$ cat config.mk
export PLATFORM = sky130hd
export DESIGN_NAME = morse_symbol_capture
export DESIGN_NICKNAME = d
export VERILOG_FILES = /design/src/rtl/morse_symbol_capture.sv
export SDC_FILE = /design/constraint.sdc
export NUM_CORES = 1
export LEC_CHECK = 0
export ABC_AREA = 1
export ABC_CLOCK_PERIOD_IN_PS = 1900
export CAP_MARGIN = 20
export CORE_MARGIN = 2
export CORE_UTILIZATION = 50
export CTS_CLUSTER_DIAMETER = 60
export CTS_CLUSTER_SIZE = 8
export DETAILED_ROUTE_END_ITERATION = 10
export PLACE_DENSITY = 0.71
export SLEW_MARGIN = 10
export SYNTH_ARGS = -nofsm -noshare
export SYNTH_HDL_FRONTEND = slang
export SYNTH_SLANG_ARGS = --single-unit
$ cat constraint.sdc
create_clock -name clock -period 1.9 [get_ports clock]
set_input_delay 0.19 -clock clock [delete_from_list [all_inputs] [get_ports clock]]
set_output_delay 0.19 -clock clock [all_outputs]
set_load 0.1 [all_outputs]
$ cat src/rtl/morse_symbol_capture.sv
// Morse key capture: turns a debounced key level into dot/dash symbols per
// letter, flags letter completion, word gaps and per-letter overflow.
//
// state     | meaning
// ----------+-----------------------------------------------------------
// IDLE      | no letter in progress, last letter (if any) fully closed
// PRESS     | key held, press_cnt counts the press length
// GAP       | key released inside a letter, gap_cnt counts idle cycles
// WORD_WAIT | letter reported, gap_cnt keeps counting toward a word gap
module morse_symbol_capture #(
  parameter int MAX_SYMBOLS = 5,
  parameter int DASH_TICKS  = 2,
  parameter int LETTER_GAP  = 3,
  parameter int WORD_GAP    = 7,
  parameter int CNT_W       = 8,
  localparam int SCW        = $clog2(MAX_SYMBOLS + 1)
) (
  input  logic                     clock,
  input  logic                     reset,
  input  logic                     button,
  output logic [2*MAX_SYMBOLS-1:0] symbols,
  output logic [SCW-1:0]           symbol_count,
  output logic                     letter_valid,
  output logic                     word_gap,
  output logic                     overflow,
  output logic                     busy
);

  typedef enum logic [1:0] {
    IDLE      = 2'd0,
    PRESS     = 2'd1,
    GAP       = 2'd2,
    WORD_WAIT = 2'd3
  } state_t;

  localparam logic [CNT_W-1:0] CNT_MAX     = {CNT_W{1'b1}};
  localparam logic [CNT_W-1:0] DASH_LIM    = CNT_W'(DASH_TICKS);
  localparam logic [CNT_W-1:0] LETTER_LIM  = CNT_W'(LETTER_GAP);
  localparam logic [CNT_W-1:0] WORD_LIM    = CNT_W'(WORD_GAP);
  localparam logic [SCW-1:0]   SLOTS_FULL  = SCW'(MAX_SYMBOLS);

  state_t           state;
  logic [CNT_W-1:0] press_cnt;
  logic [CNT_W-1:0] gap_cnt;
  logic [1:0]       code;

  // Classification of the press that is ending on this edge.
  always_comb begin
    code = (press_cnt >= DASH_LIM) ? 2'b10 : 2'b01;
  end

  // Sequencer: state, counters, symbol storage and registered pulses.
  always_ff @(posedge clock or negedge reset) begin
    if (!reset) begin
      state        <= IDLE;
      press_cnt    <= '0;
      gap_cnt      <= '0;
      symbols      <= '0;
      symbol_count <= '0;
      overflow     <= 1'b0;
      letter_valid <= 1'b0;
      word_gap     <= 1'b0;
      busy         <= 1'b0;
    end else begin
      letter_valid <= 1'b0;
      word_gap     <= 1'b0;
      case (state)
        IDLE, WORD_WAIT: begin
          if (button) begin
            symbols      <= '0;
            symbol_count <= '0;
            overflow     <= 1'b0;
            press_cnt    <= CNT_W'(1);
            state        <= PRESS;
            busy         <= 1'b1;
          end else if (state == WORD_WAIT) begin
            gap_cnt <= gap_cnt + 1'b1;
            if (gap_cnt + 1'b1 == WORD_LIM) begin
              word_gap <= 1'b1;
              state    <= IDLE;
              busy     <= 1'b0;
            end
          end
        end
        PRESS: begin
          if (button) begin
            if (press_cnt != CNT_MAX) press_cnt <= press_cnt + 1'b1;
          end else begin
            if (symbol_count == SLOTS_FULL) begin
              overflow <= 1'b1;
            end else begin
              symbols[2*int'(symbol_count) +: 2] <= code;
              symbol_count <= symbol_count + 1'b1;
            end
            gap_cnt <= CNT_W'(1);
            // A one-cycle letter gap closes the letter on the release edge.
            if (LETTER_LIM == CNT_W'(1)) begin
              letter_valid <= 1'b1;
              state        <= WORD_WAIT;
            end else begin
              state <= GAP;
            end
          end
        end
        GAP: begin
          if (button) begin
            press_cnt <= CNT_W'(1);
            state     <= PRESS;
          end else begin
            gap_cnt <= gap_cnt + 1'b1;
            if (gap_cnt + 1'b1 == LETTER_LIM) begin
              letter_valid <= 1'b1;
              state        <= WORD_WAIT;
            end
          end
        end
        default: begin
          state <= IDLE;
          busy  <= 1'b0;
        end
      endcase
    end
  end

endmodule

Word level (Yosys, flattened, before mapping)
Index checks and enable logic that the tools add are counted.
{"block": "word_totals", "reg_bits": 35, "in_bits": 3, "elab_cells": 88}
{"block": "classes", "add_sub_neg": 4, "n_lt_le_gt_ge": 1, "eq_ne": 20, "n_shift": 2, "mux": 40, "reduce_logical": 12}
{"operator": "$mux 8", "n": 7}
{"operator": "$neg 4->33", "n": 1}
{"operator": "$shift 2x33->10 const A", "n": 1}
{"operator": "$shiftx 2x33->10", "n": 1}
{"operator": "$mux 10", "n": 3}
{"operator": "$pmux 8 s3", "n": 1}
{"operator": "$pmux 10 s2", "n": 1}
{"operator": "$ne 2x2->1 const B", "n": 9}
{"operator": "$add 8x1->8 const B", "n": 2}
{"operator": "$pmux 8 s2", "n": 1}
{"operator": "$reduce_and 4->1", "n": 4}
{"operator": "$mux 2", "n": 7}
{"operator": "$mux 1", "n": 13}
{"operator": "$bwmux 10", "n": 1}
{"operator": "$mux 3", "n": 3}
{"operator": "$ne 3x3->1 const B", "n": 3}
{"operator": "$eq 8x2->1 const B", "n": 1}
{"operator": "$eq 8x3->1 const B", "n": 1}
{"operator": "$ge 8x2->1 const B", "n": 1}
{"operator": "$ne 8x8->1 const B", "n": 1}
{"operator": "$pmux 2 s3", "n": 1}
{"operator": "$pmux 3 s2", "n": 1}
{"operator": "$reduce_and 3->1", "n": 2}
{"operator": "$reduce_bool 2->1", "n": 3}
{"operator": "other kinds (9)", "n": 10}

Logic depth before layout (Yosys ltp)
{"block": "depth", "depth_word": 7, "depth_mapped": 12}

Least setup slack after synthesis
No wires, ideal clock.
{"block": "synth_timing", "path_type": "register to register", "start": "register symbol_count[0]", "end": "register symbols[2]", "setup_ns": 0.095, "arrival_ns": 2.350, "t_required_ns": 1.805, "slack_ns": -0.545, "stages_incl_launch_ff": 8, "n_path_buf": 0, "cell_sequence": "dfrtp_1 > inv_2 > ha_1 > ha_1 > inv_1 > nor3_2 > nand2_1 > o31ai_1"}
{"block": "synth_between", "elab_chain_len": 6, "word_cells_on_any_way": 10, "classes_between": "add/sub (1); eq/ne (2); shift (2); mux (4); reduce/logical (1)"}
{"element": "from (decl)", "line_no": "22", "rtl": "output logic [SCW-1:0] symbol_count,"}
{"element": "from (signal assigned)", "line_no": "93", "rtl": "symbol_count <= symbol_count + 1'b1;"}
{"element": "$neg 4->33", "line_no": "92", "rtl": "symbols[2*int'(symbol_count) +: 2] <= code;"}
{"element": "$shiftx 2x33->10 / $shift 2x33->10 (equally long branches)", "line_no": "92"}
{"element": "$bwmux 10", "line_no": "92"}
{"element": "$mux 10", "line_no": "89", "rtl": "if (symbol_count == SLOTS_FULL) begin"}
{"element": "$mux 10", "line_no": "86", "rtl": "if (button) begin"}
{"element": "$pmux 10 s2", "line_no": "67", "rtl": "case (state)"}
{"element": "to (signal, indexed assignment)", "line_no": "92"}
{"element": "to (decl)", "line_no": "21", "rtl": "output logic [2*MAX_SYMBOLS-1:0] symbols,"}
Several ways; a longest one is shown, not always the timed one. The select of a mux whose other input is x is not followed.
A chain may end at the register's enable or synchronous reset.

Final worst setup path
{"block": "layout_timing", "start": "register symbol_count[0]", "end": "register symbols[8]"}
The elaborated chain is that of the path after synthesis.

==> results.toml <==
[timing]
max-slew-margin-rel_pct = 66.3
setup_viol = 0
period_share_pct = 97.6
slew_violations = 0
hold_viol = 0
period_minus_slack_ns = 1.86
setup-tns-final_ns = 0
holdWs_ns = 0.402
worstMarginPinSlew_ns = 0.505
layout_setup_ws_ns = 0.0447
fmax_mhz = 539
finClkSkew_ns = 0.00835

[place]
place_area_sq_um = 2420
gp_congestion = 0.886
portBuffers = 19
dp_hpwl_microns = 3370
pre_cts_ws_ns = 0.105

[layout]
fillCellCount = 353
area_growth_pct = 20.8
nets = 316
drive_gt1_share_pct = 25.8
stdcell_area_sq_um = 2580
diodes = 0

[route]
drt_iter0_drc = 149
wire_per_inst_microns = 13.0
drc = 0
drt_wl_total_microns = 4580
dr_total_vias = 1842
final_antenna_net_count = 0
via_per_inst = 5.23
drt_first_pass_iters = 4

[power]
irDropWorstVdd_uv = 825
power.total_mw = 3.54
power_density_nw_per_um2 = 1370
p_leak_nw = 1.24

[cts]
cts_tree = "built"
clk_latency_ns = 0.29
clock_path_buffers = 2
cts.sinks = 35
cts_buffers = 5
cts.root.buffer_cell = "clkbuf_8"
cts_max_level = 2
clk_pin_slew_ns = 0.08

[yosys]
synthTopCellsByArea = "dfrtp_1 (41%), nand2_1 (10%), ha_1 (7.0%)"
synth_top_area_cell = "dfrtp_1"
syn-num-nets = 278
ys_types = 36
syn_area_sq_um = 2140
yosys_warnings = 0
avgSynthCellArea_sq_um = 8.14
synthesis.instances = 263
synth_seq_cells = 35
yosys.area.top_type_share_pct = 40.9
ys_seq_area_share_pct = 40.9

[setup_path]
path_class = "reg -> reg"
crit_arrival_ns = 2.09
cp.required_ns = 2.13
rr_worst_depth = 10
end_kind = "flip-flop"
crit_fanout = 7
startpoint_type = "flip-flop"

[global_route]
grt_pass1_wl_microns = 7740
grtUsageTotal_pct = 20.1
grt_pass1_vias = 1721
grt_max_degree = 23
gr-total-overflow = 0
grt_antenna_before_repair = 0

[floorplan]
row_count = 23
initial_utilization_pct = 52.7
ios = 20
die_y_microns = 69.4
coreArea_sq_um = 4060
die_w_microns = 69.4
die_area_sq_um = 4820

[min_path]
hold_path.class = "in -> async"

[run]
cap_viol_max_count = 0

[status]
outcome = "completed"
-- sequential cells by signal (all words and copies together) (netlist names) --
name          flops
busy              1
gap_cnt           8
letter_valid      1
overflow          1
press_cnt         8
state             2
symbol_count      3
symbols          10
word_gap          1
-- cell type report --
type	instances	area, sq um	area share, %
Clock buffer	8	80.1	3.10
Inverter	38	148	5.71
Multi-Input combinational cell	186	1140	44.2
Sequential cell	35	886	34.3
Tap cell	50	62.6	2.42
Timing Repair Buffer	35	265	10.3
-- cell usage in the layout (no fill, tap or decap), types with 2 or more instances in the layout --
master / instances
inv_1: 33
clkbuf_1: 3
nor2_2: 2
o21ai_0: 13
nand3_1: 21
nor2_1: 16
a21oi_1: 3
buf_4: 32
nor2_4: 4
o31ai_2: 2
nand3_2: 6
xor2_1: 5
nand4_1: 6
nor3_1: 2
nor4_1: 2
inv_2: 3
dfrtp_1: 31
clkbuf_8: 5
dfrtp_4: 2
o21a_1: 2
nand2_2: 5
dfrtp_2: 2
a31oi_1: 2
o31ai_1: 5
o21ai_1: 6
ha_1: 8
nand2_1: 59
inv_4: 2
ha_2: 3
-- Yosys cell counts, drive strengths merged --
cell,count
a211oi,1
a21oi,4
a31oi,2
buf,3
clkbuf,1
dfrtp,35
ha,12
inv,38
nand2,65
nand3,27
nand3b,1
nand4,6
nor2,22
nor3,4
nor4,4
o21a,2
o21ai,20
o21bai,1
o22ai,1
o31ai,7
or2,1
xnor2,1
xor2,5
-- timing repair --
action,CTS,global route
hold buffers,1,0
setup buffers,0,5
hold endpoints to repair,21,0
gates resized for setup,0,9
endpoints found under the setup margin,0,11
-- critical path, cell delays in order (launching register included) --
cell and delay [ns]:
dfrtp_4 0.47, inv_4 0.07, ha_2 0.19, ha_4 0.15
inv_1 0.15, nand3_1 0.22, nor2_1 0.19, nand3_2 0.10
nand2_1 0.09, nand4_1 0.09, nand2_1 0.07
-- stage by stage --
step	utilization, %	cells
6_report	63.7	352
5_1_grt	63.7	352
4_1_cts	61.9	347
3_5_place_dp	59.7	338
3_3_place_gp	59.7	338
2_1_floorplan	-	263
-- worst paths after layout --
check / start / end / slack [ns]
min reg2reg: symbols[3] / symbols[3] / 0.49
min in group clock: symbols[3] / symbols[3] / 0.49
max in group asynchronous: reset / press_cnt[7] / 0.92
min: reset / symbols[5] / 0.40
max: symbol_count[0] / symbols[8] / 0.04
max reg2reg: symbol_count[0] / symbols[8] / 0.04
-- report_power, final --
group	internal, mW	leakage [nW]	switching [mW]
Clock	0.261	0.0395	0.275
Combinational	0.627	0.735	1.36
Sequential	0.884	0.465	0.133
Total	1.77	1.24	1.76
-- cell families after synthesis --
logic type | synth area share (%)
AO/OA/AOI/OAI | 11.0
AND/OR/NAND/NOR | 30.6
flip-flops | 40.9
adder cells (fa/ha/maj) | 7.02
XOR/XNOR | 2.46
buffers and inverters | 7.95
-- layer usage --
metal | vias to the layer above | GRT usage (%) | part of all wire [%]
met5 | - | 0 | 0
met4 | 0 | 7.41 | 1.2
met3 | 5 | 4.80 | 3.5
met2 | 31 | 31.2 | 47
met1 | 859 | 27.2 | 48
li1 | 947 | - | -
Note: power is estimated with default switching activity, not from simulation.
